===== config.mk =====
export PLATFORM = sky130hd
export DESIGN_NAME = instruction_fetch_ras
export DESIGN_NICKNAME = d
export VERILOG_FILES = /design/src/rtl/instruction_fetch_ras_pkg.sv /design/src/rtl/instruction_fetch_ras_return_address_stack.sv /design/src/rtl/instruction_fetch_ras.sv
export SDC_FILE = /design/constraint.sdc
export NUM_CORES = 1
export LEC_CHECK = 0
export ABC_AREA = 1
export BUFFER_PORTS_ARGS = -buffer_cell sky130_fd_sc_hd__buf_2
export CAP_MARGIN = 20
export CORE_MARGIN = 2
export CORE_UTILIZATION = 45
export CTS_CLUSTER_DIAMETER = 100
export CTS_CLUSTER_SIZE = 30
export DETAILED_ROUTE_END_ITERATION = 8
export PLACE_DENSITY = 0.68
export SYNTH_ARGS = -nofsm -noshare
export SYNTH_HDL_FRONTEND = slang
export SYNTH_SLANG_ARGS = --single-unit

===== constraint.sdc =====
create_clock -name Clock -period 5.4 [get_ports Clock]
set_clock_uncertainty 0.15 [all_clocks]
set_input_delay 1.62 -clock Clock [delete_from_list [all_inputs] [get_ports Clock]]
set_output_delay 1.62 -clock Clock [all_outputs]
set_load 0.01 [all_outputs]

===== src/rtl/instruction_fetch_ras_pkg.sv =====
// Shared definitions for the instruction fetch unit: opcodes, fetch state encoding and default widths.
package instruction_fetch_ras_pkg;

  localparam int DEFAULT_ADDR_WIDTH  = 16;
  localparam int DEFAULT_INSTR_WIDTH = 64;
  localparam int DEFAULT_OP_LENGTH   = 8;
  localparam int DEFAULT_TARGET_LSB  = 32;
  localparam int DEFAULT_RAS_DEPTH   = 4;

  localparam logic [7:0] DEFAULT_OPCODE_RETURN = 8'h02;
  localparam logic [7:0] DEFAULT_OPCODE_CALL   = 8'h03;

  typedef enum logic [1:0] {
    ST_IDLE  = 2'd0,
    ST_FETCH = 2'd1,
    ST_LOAD  = 2'd2,
    ST_EXEC  = 2'd3
  } fetchState_t;

endpackage


===== src/rtl/instruction_fetch_ras_return_address_stack.sv =====
// Return-address stack: LIFO of call-site+1 addresses with occupancy count.
module return_address_stack
  import instruction_fetch_ras_pkg::*;
#(
  parameter int RAS_DEPTH  = DEFAULT_RAS_DEPTH,
  parameter int ADDR_WIDTH = DEFAULT_ADDR_WIDTH,
  localparam int DEPTH_WIDTH = $clog2(RAS_DEPTH + 1),
  localparam int IDX_WIDTH   = (RAS_DEPTH > 1) ? $clog2(RAS_DEPTH) : 1
) (
  input  logic                   Clock,
  input  logic                   Reset,
  input  logic                   clear,
  input  logic                   push,
  input  logic                   pop,
  input  logic [ADDR_WIDTH-1:0]  pushAddr,
  output logic [ADDR_WIDTH-1:0]  topAddr,
  output logic                   full,
  output logic                   empty,
  output logic [DEPTH_WIDTH-1:0] depth
);

  logic [ADDR_WIDTH-1:0]  stackMem [RAS_DEPTH];
  logic [DEPTH_WIDTH-1:0] depthReg;
  logic [IDX_WIDTH-1:0]   writeIdx;
  logic [IDX_WIDTH-1:0]   topIdx;

  assign writeIdx = IDX_WIDTH'(depthReg);
  assign topIdx   = IDX_WIDTH'(depthReg - 1'b1);
  assign full     = (depthReg == DEPTH_WIDTH'(RAS_DEPTH));
  assign empty    = (depthReg == '0);
  assign depth    = depthReg;
  assign topAddr  = stackMem[topIdx];

  always_ff @(posedge Clock) begin
    if (push && !full) begin
      stackMem[writeIdx] <= pushAddr;
    end
  end

  always_ff @(posedge Clock or negedge Reset) begin
    if (!Reset) begin
      depthReg <= '0;
    end else if (clear) begin
      depthReg <= '0;
    end else if (push && !full) begin
      depthReg <= depthReg + 1'b1;
    end else if (pop && !empty) begin
      depthReg <= depthReg - 1'b1;
    end
  end

  pushPopExclusive: assert property (@(posedge Clock) disable iff (!Reset) !(push && pop));

endmodule


===== src/rtl/instruction_fetch_ras.sv =====
// Dual-port prefetching instruction fetch unit with CALL/RETURN support via a return-address stack.
module instruction_fetch_ras
  import instruction_fetch_ras_pkg::*;
#(
  parameter int ADDR_WIDTH  = DEFAULT_ADDR_WIDTH,
  parameter int INSTR_WIDTH = DEFAULT_INSTR_WIDTH,
  parameter int OP_LENGTH   = DEFAULT_OP_LENGTH,
  parameter int TARGET_LSB  = DEFAULT_TARGET_LSB,
  parameter int RAS_DEPTH   = DEFAULT_RAS_DEPTH,
  parameter logic [OP_LENGTH-1:0] OPCODE_RETURN = OP_LENGTH'(DEFAULT_OPCODE_RETURN),
  parameter logic [OP_LENGTH-1:0] OPCODE_CALL   = OP_LENGTH'(DEFAULT_OPCODE_CALL),
  localparam int DEPTH_WIDTH = $clog2(RAS_DEPTH + 1)
) (
  input  logic                   Clock,
  input  logic                   Reset,
  input  logic                   iTrigger,
  input  logic [ADDR_WIDTH-1:0]  iInitialCodeAddress,
  output logic [ADDR_WIDTH-1:0]  oIP,
  output logic [ADDR_WIDTH-1:0]  oIP2,
  input  logic [INSTR_WIDTH-1:0] iInstruction1,
  input  logic [INSTR_WIDTH-1:0] iInstruction2,
  output logic [INSTR_WIDTH-1:0] oCurrentInstruction,
  output logic                   oInstructionAvailable,
  input  logic                   iEXEDone,
  input  logic                   iBranchTaken,
  output logic                   oMicroCodeReturnValue,
  output logic                   oExecutionDone,
  output logic                   oStackOverflow,
  output logic [DEPTH_WIDTH-1:0] oStackDepth
);

  fetchState_t            stateReg;
  logic [ADDR_WIDTH-1:0]  ipReg;
  logic [INSTR_WIDTH-1:0] instrReg;
  logic                   availReg;
  logic                   doneReg;
  logic                   overflowReg;

  logic [OP_LENGTH-1:0]  opcode;
  logic [ADDR_WIDTH-1:0] target;
  logic                  isReturn;
  logic                  isCall;
  logic                  exeAccept;
  logic                  triggerAccept;
  logic                  rasPush;
  logic                  rasPop;
  logic                  rasFull;
  logic                  rasEmpty;
  logic [ADDR_WIDTH-1:0] rasTop;

  assign opcode   = instrReg[INSTR_WIDTH-1 -: OP_LENGTH];
  assign target   = instrReg[TARGET_LSB +: ADDR_WIDTH];
  assign isReturn = (opcode == OPCODE_RETURN);
  assign isCall   = (opcode == OPCODE_CALL) && !isReturn;

  // The pulse cycle itself never completes an instruction: EXE needs at least two cycles.
  assign exeAccept     = (stateReg == ST_EXEC) && iEXEDone && !availReg;
  assign triggerAccept = (stateReg == ST_IDLE) && iTrigger && !doneReg;
  assign rasPush       = exeAccept && isCall && !rasFull;
  assign rasPop        = exeAccept && isReturn && !rasEmpty;

  return_address_stack #(
    .RAS_DEPTH (RAS_DEPTH),
    .ADDR_WIDTH(ADDR_WIDTH)
  ) ras (
    .Clock   (Clock),
    .Reset   (Reset),
    .clear   (triggerAccept),
    .push    (rasPush),
    .pop     (rasPop),
    .pushAddr(ipReg),
    .topAddr (rasTop),
    .full    (rasFull),
    .empty   (rasEmpty),
    .depth   (oStackDepth)
  );

  always_ff @(posedge Clock or negedge Reset) begin
    if (!Reset) begin
      stateReg    <= ST_IDLE;
      ipReg       <= '0;
      instrReg    <= '0;
      availReg    <= 1'b0;
      doneReg     <= 1'b0;
      overflowReg <= 1'b0;
    end else begin
      availReg <= 1'b0;
      doneReg  <= 1'b0;
      case (stateReg)
        ST_IDLE: begin
          if (triggerAccept) begin
            ipReg       <= iInitialCodeAddress;
            overflowReg <= 1'b0;
            stateReg    <= ST_FETCH;
          end
        end
        ST_FETCH: stateReg <= ST_LOAD;
        ST_LOAD: begin
          instrReg <= iInstruction1;
          ipReg    <= ipReg + 1'b1;
          availReg <= 1'b1;
          stateReg <= ST_EXEC;
        end
        ST_EXEC: begin
          if (exeAccept) begin
            if (isReturn) begin
              if (rasEmpty) begin
                doneReg  <= 1'b1;
                stateReg <= ST_IDLE;
              end else begin
                ipReg    <= rasTop;
                stateReg <= ST_FETCH;
              end
            end else if (isCall) begin
              if (rasFull) begin
                overflowReg <= 1'b1;
                doneReg     <= 1'b1;
                stateReg    <= ST_IDLE;
              end else begin
                // ipReg already holds call site + 1, which the stack captures this edge.
                ipReg    <= target;
                stateReg <= ST_FETCH;
              end
            end else if (iBranchTaken) begin
              instrReg <= iInstruction2;
              ipReg    <= target + 1'b1;
              availReg <= 1'b1;
            end else begin
              instrReg <= iInstruction1;
              ipReg    <= ipReg + 1'b1;
              availReg <= 1'b1;
            end
          end
        end
        default: stateReg <= ST_IDLE;
      endcase
    end
  end

  assign oIP                   = ipReg;
  assign oIP2                  = target;
  assign oCurrentInstruction   = instrReg;
  assign oInstructionAvailable = availReg;
  assign oMicroCodeReturnValue = instrReg[0];
  assign oExecutionDone        = doneReg;
  assign oStackOverflow        = overflowReg;

endmodule


==> reports/qor.yml <==
clock_network:
  ctsResizeCount: 0
  clkTransAtPathRegs_ns: 0.07
  clk_latency_ns: 0.43
  post_cts_buffers: 0
  root_buffer: "clkbuf_16"
  cts_tree: "yes"
  clockBufferDepth: 2
  postCtsHoldBufs: 0
  numCtsBuffers: 17
  cts.sinks: 152
  htree_levels: 4
worst_setup_path:
  slowest_delay_ns: 0.72
  worstPathCellList: "buf_4 -> clkinv_1 -> buf_4 -> ha_1 -> clkinv_1 -> nor2_1 -> o21ai_0 -> nand3_1 -> nand2_1 -> a21oi_1 -> nand2_1 -> a21oi_1"
  cp-end-kind: "register"
  worstPathArrival_ns: 3.72
  crit_slowest_cell: "ha_1"
  critPathTopFamily: "buffers and inverters"
  worst-path-buf-inv: 4
  path_max_fanout: 37
  start_kind: "register"
  crit_type: "reg2reg"
  cp_data_required_time_ns: 5.61
power_and_ir_drop:
  p_leak_nw: 5.19
  peakVddDrop_uv: 223
  power-per-cell-area_nw_per_um2: 542
  p_total_mw: 5.66
timing:
  fin_crit_ns: 3.50
  hold_viol: 0
  fmax_ghz: 0.286
  fin_ws_ns: 1.90
  setup_viol: 0
  drv_slew: 0
  holdWs_ns: 0.332
  relSlewSlack_pct: 29.2
  fin_setup_tns_ns: 0
  worst_pin_slew_ns: 1.06
  rsz0062_at_grt: "false"
  period_share_pct: 64.8
logic_synthesis:
  yosysTopAreaCellShare_pct: 25.5
  yosysTopAreaCell: "dfrtp_1"
  ys_seq_area_share_pct: 47.8
  synthesis.nets: 1239
  async_flop_share_pct: 57.9
  yosysWarnings: 0
  syn_inst: 1078
  ys_types: 35
  synth_seq_cells: 152
  synthTopCellsByArea: "dfrtp_1 (26%), edfxtp_1 (22%), nand2_1 (14%), inv_1 (5.6%), nand3_1 (4.6%)"
  avgSynthCellArea_um2: 8.00
  synth-edff-count: 64
  synthFlopType: "dfrtp_1"
  netlist_area_um2: 8630
route:
  ant_nets: 0
  post_drt_wl_per_cell_um: 15.9
  met1Wirelength_mm: 10.8
  firstDrtPassIters: 5
  route.detailed.drc: 0
  vias: 7797
  route.met3.wl_mm: 1.66
  dr.first_iter.drc_count: 713
  vias_per_cell: 5.05
  top_layer_used: "met4"
  wl_mm: 24.5
  wl_met2_mm: 11.6
final_layout:
  drive_gt1_share_pct: 23.6
  finish.utilization_pct: 55.6
  layout.nets: 1456
  fin_area_um2: 10400
  layout_common_cells: "nand2_1 (313), buf_2 (250), inv_1 (128)"
  final_common_cell: "nand2_1"
  final_cells: 1543
  area_delta_synth_final_pct: 21.0
global_routing:
  grt_max_degree: 86
  antenna_found_initial: 1
  grtUsageTotal_pct: 24.3
  overflow: 0
  grt_pass1_vias: 7193
  grt_pass1_wl_mm: 38.1
placement:
  gp_congestion: 0.980
  dpl_cell_area_um2: 9870
  dpl.hpwl_mm: 18.1
  io_buffer_count: 251
  place_inst: 1510
  place_ws_ns: 1.66
floorplanning:
  initial_core_util_pct: 46.0
  design.die.area_um2: 20300
  die_w_um: 142
  die_h_um: 142
  core-area_um2: 18800
  pin_count: 252
  rows: 50
outcome:
  outcome: "finished clean"
flow_run:
  maxCapViolations: 0
hold_path:
  hold_class: "reg2reg"
[cells by family after synthesis]
| logic type | Yosys count | synth area share, % |
|---|---|---|
| AO/OA/AOI/OAI | 209 | 14.7 |
| buffers and inverters | 198 | 10.8 |
| AND/OR/NAND/NOR | 498 | 24.0 |
| adder cells (fa/ha/maj) | 12 | 1.74 |
| flip-flops | 152 | 47.8 |
| XOR/XNOR | 9 | 0.914 |
[worst paths after layout]
path | startpoint | end | slack [ns] | cells past startpoint
setup / recovery | ras.depth[0] | oIP[15] | 1.90 | 12
hold / removal | oCurrentInstruction[16] | oCurrentInstruction[16] | 0.33 | 1
setup reg to reg | ras.depth[0] | oIP[15] | 1.90 | 12
hold reg to reg | oCurrentInstruction[16] | oCurrentInstruction[16] | 0.33 | 1
max in group asynchronous | Reset | ras.depth[1] | 3.07 | 2
min in group asynchronous | Reset | oCurrentInstruction[3] | 1.13 | 1
[worst reg2reg max path: stages, from the launching register on]
cell	delay, ns
dfrtp_1	0.32
buf_4	0.33
clkinv_1	0.12
buf_4	0.27
ha_1	0.73
clkinv_1	0.65
nor2_1	0.24
o21ai_0	0.11
nand3_1	0.14
nand2_1	0.09
a21oi_1	0.12
nand2_1	0.07
a21oi_1	0.11
[cells in the mapped netlist, types with 16 or more instances]
master    count
dfrtp_1      88
clkbuf_1     17
o21ai_0      80
o211ai_1     19
o21ai_1      16
buf_4        19
a21oi_1      21
nor2_1       76
edfxtp_1     64
nand3_1      80
o21a_1       49
nand2_1     314
inv_1       128
[registers in the layout (all words and copies together), names as in the netlist]
register               cells
oCurrentInstruction       64
oExecutionDone             1
oIP                       16
oInstructionAvailable      1
oStackOverflow             1
ras.depth                  3
ras.stackMem              64
stateReg                   2
[power by group]
part / switching, mW / internal, mW
Clock: 0.514 / 0.645
Sequential: 0.395 / 1.60
Combinational: 1.55 / 0.959
Total: 2.45 / 3.21
[layout make-up]
cell class                 instances  area [um2]
multi-input combinational        728        3590
timing repair buffer             263        1360
clock inverter                    14         135
tap                              234         293
clock buffer                      18         429
antenna                            1        2.50
fill                            1727        8330
sequential                       152        4120
inverter                         133         499
[per-layer routing]
| metal | up-vias | GRT usage (%) |
|---|---|---|
| met2 | 292 | 39.6 |
| met5 | - | 0 |
| li1 | 3939 | - |
| met3 | 31 | 4.88 |
| met1 | 3535 | 33.1 |
| met4 | 0 | 7.19 |
Note: power is estimated with default switching activity, not from simulation.
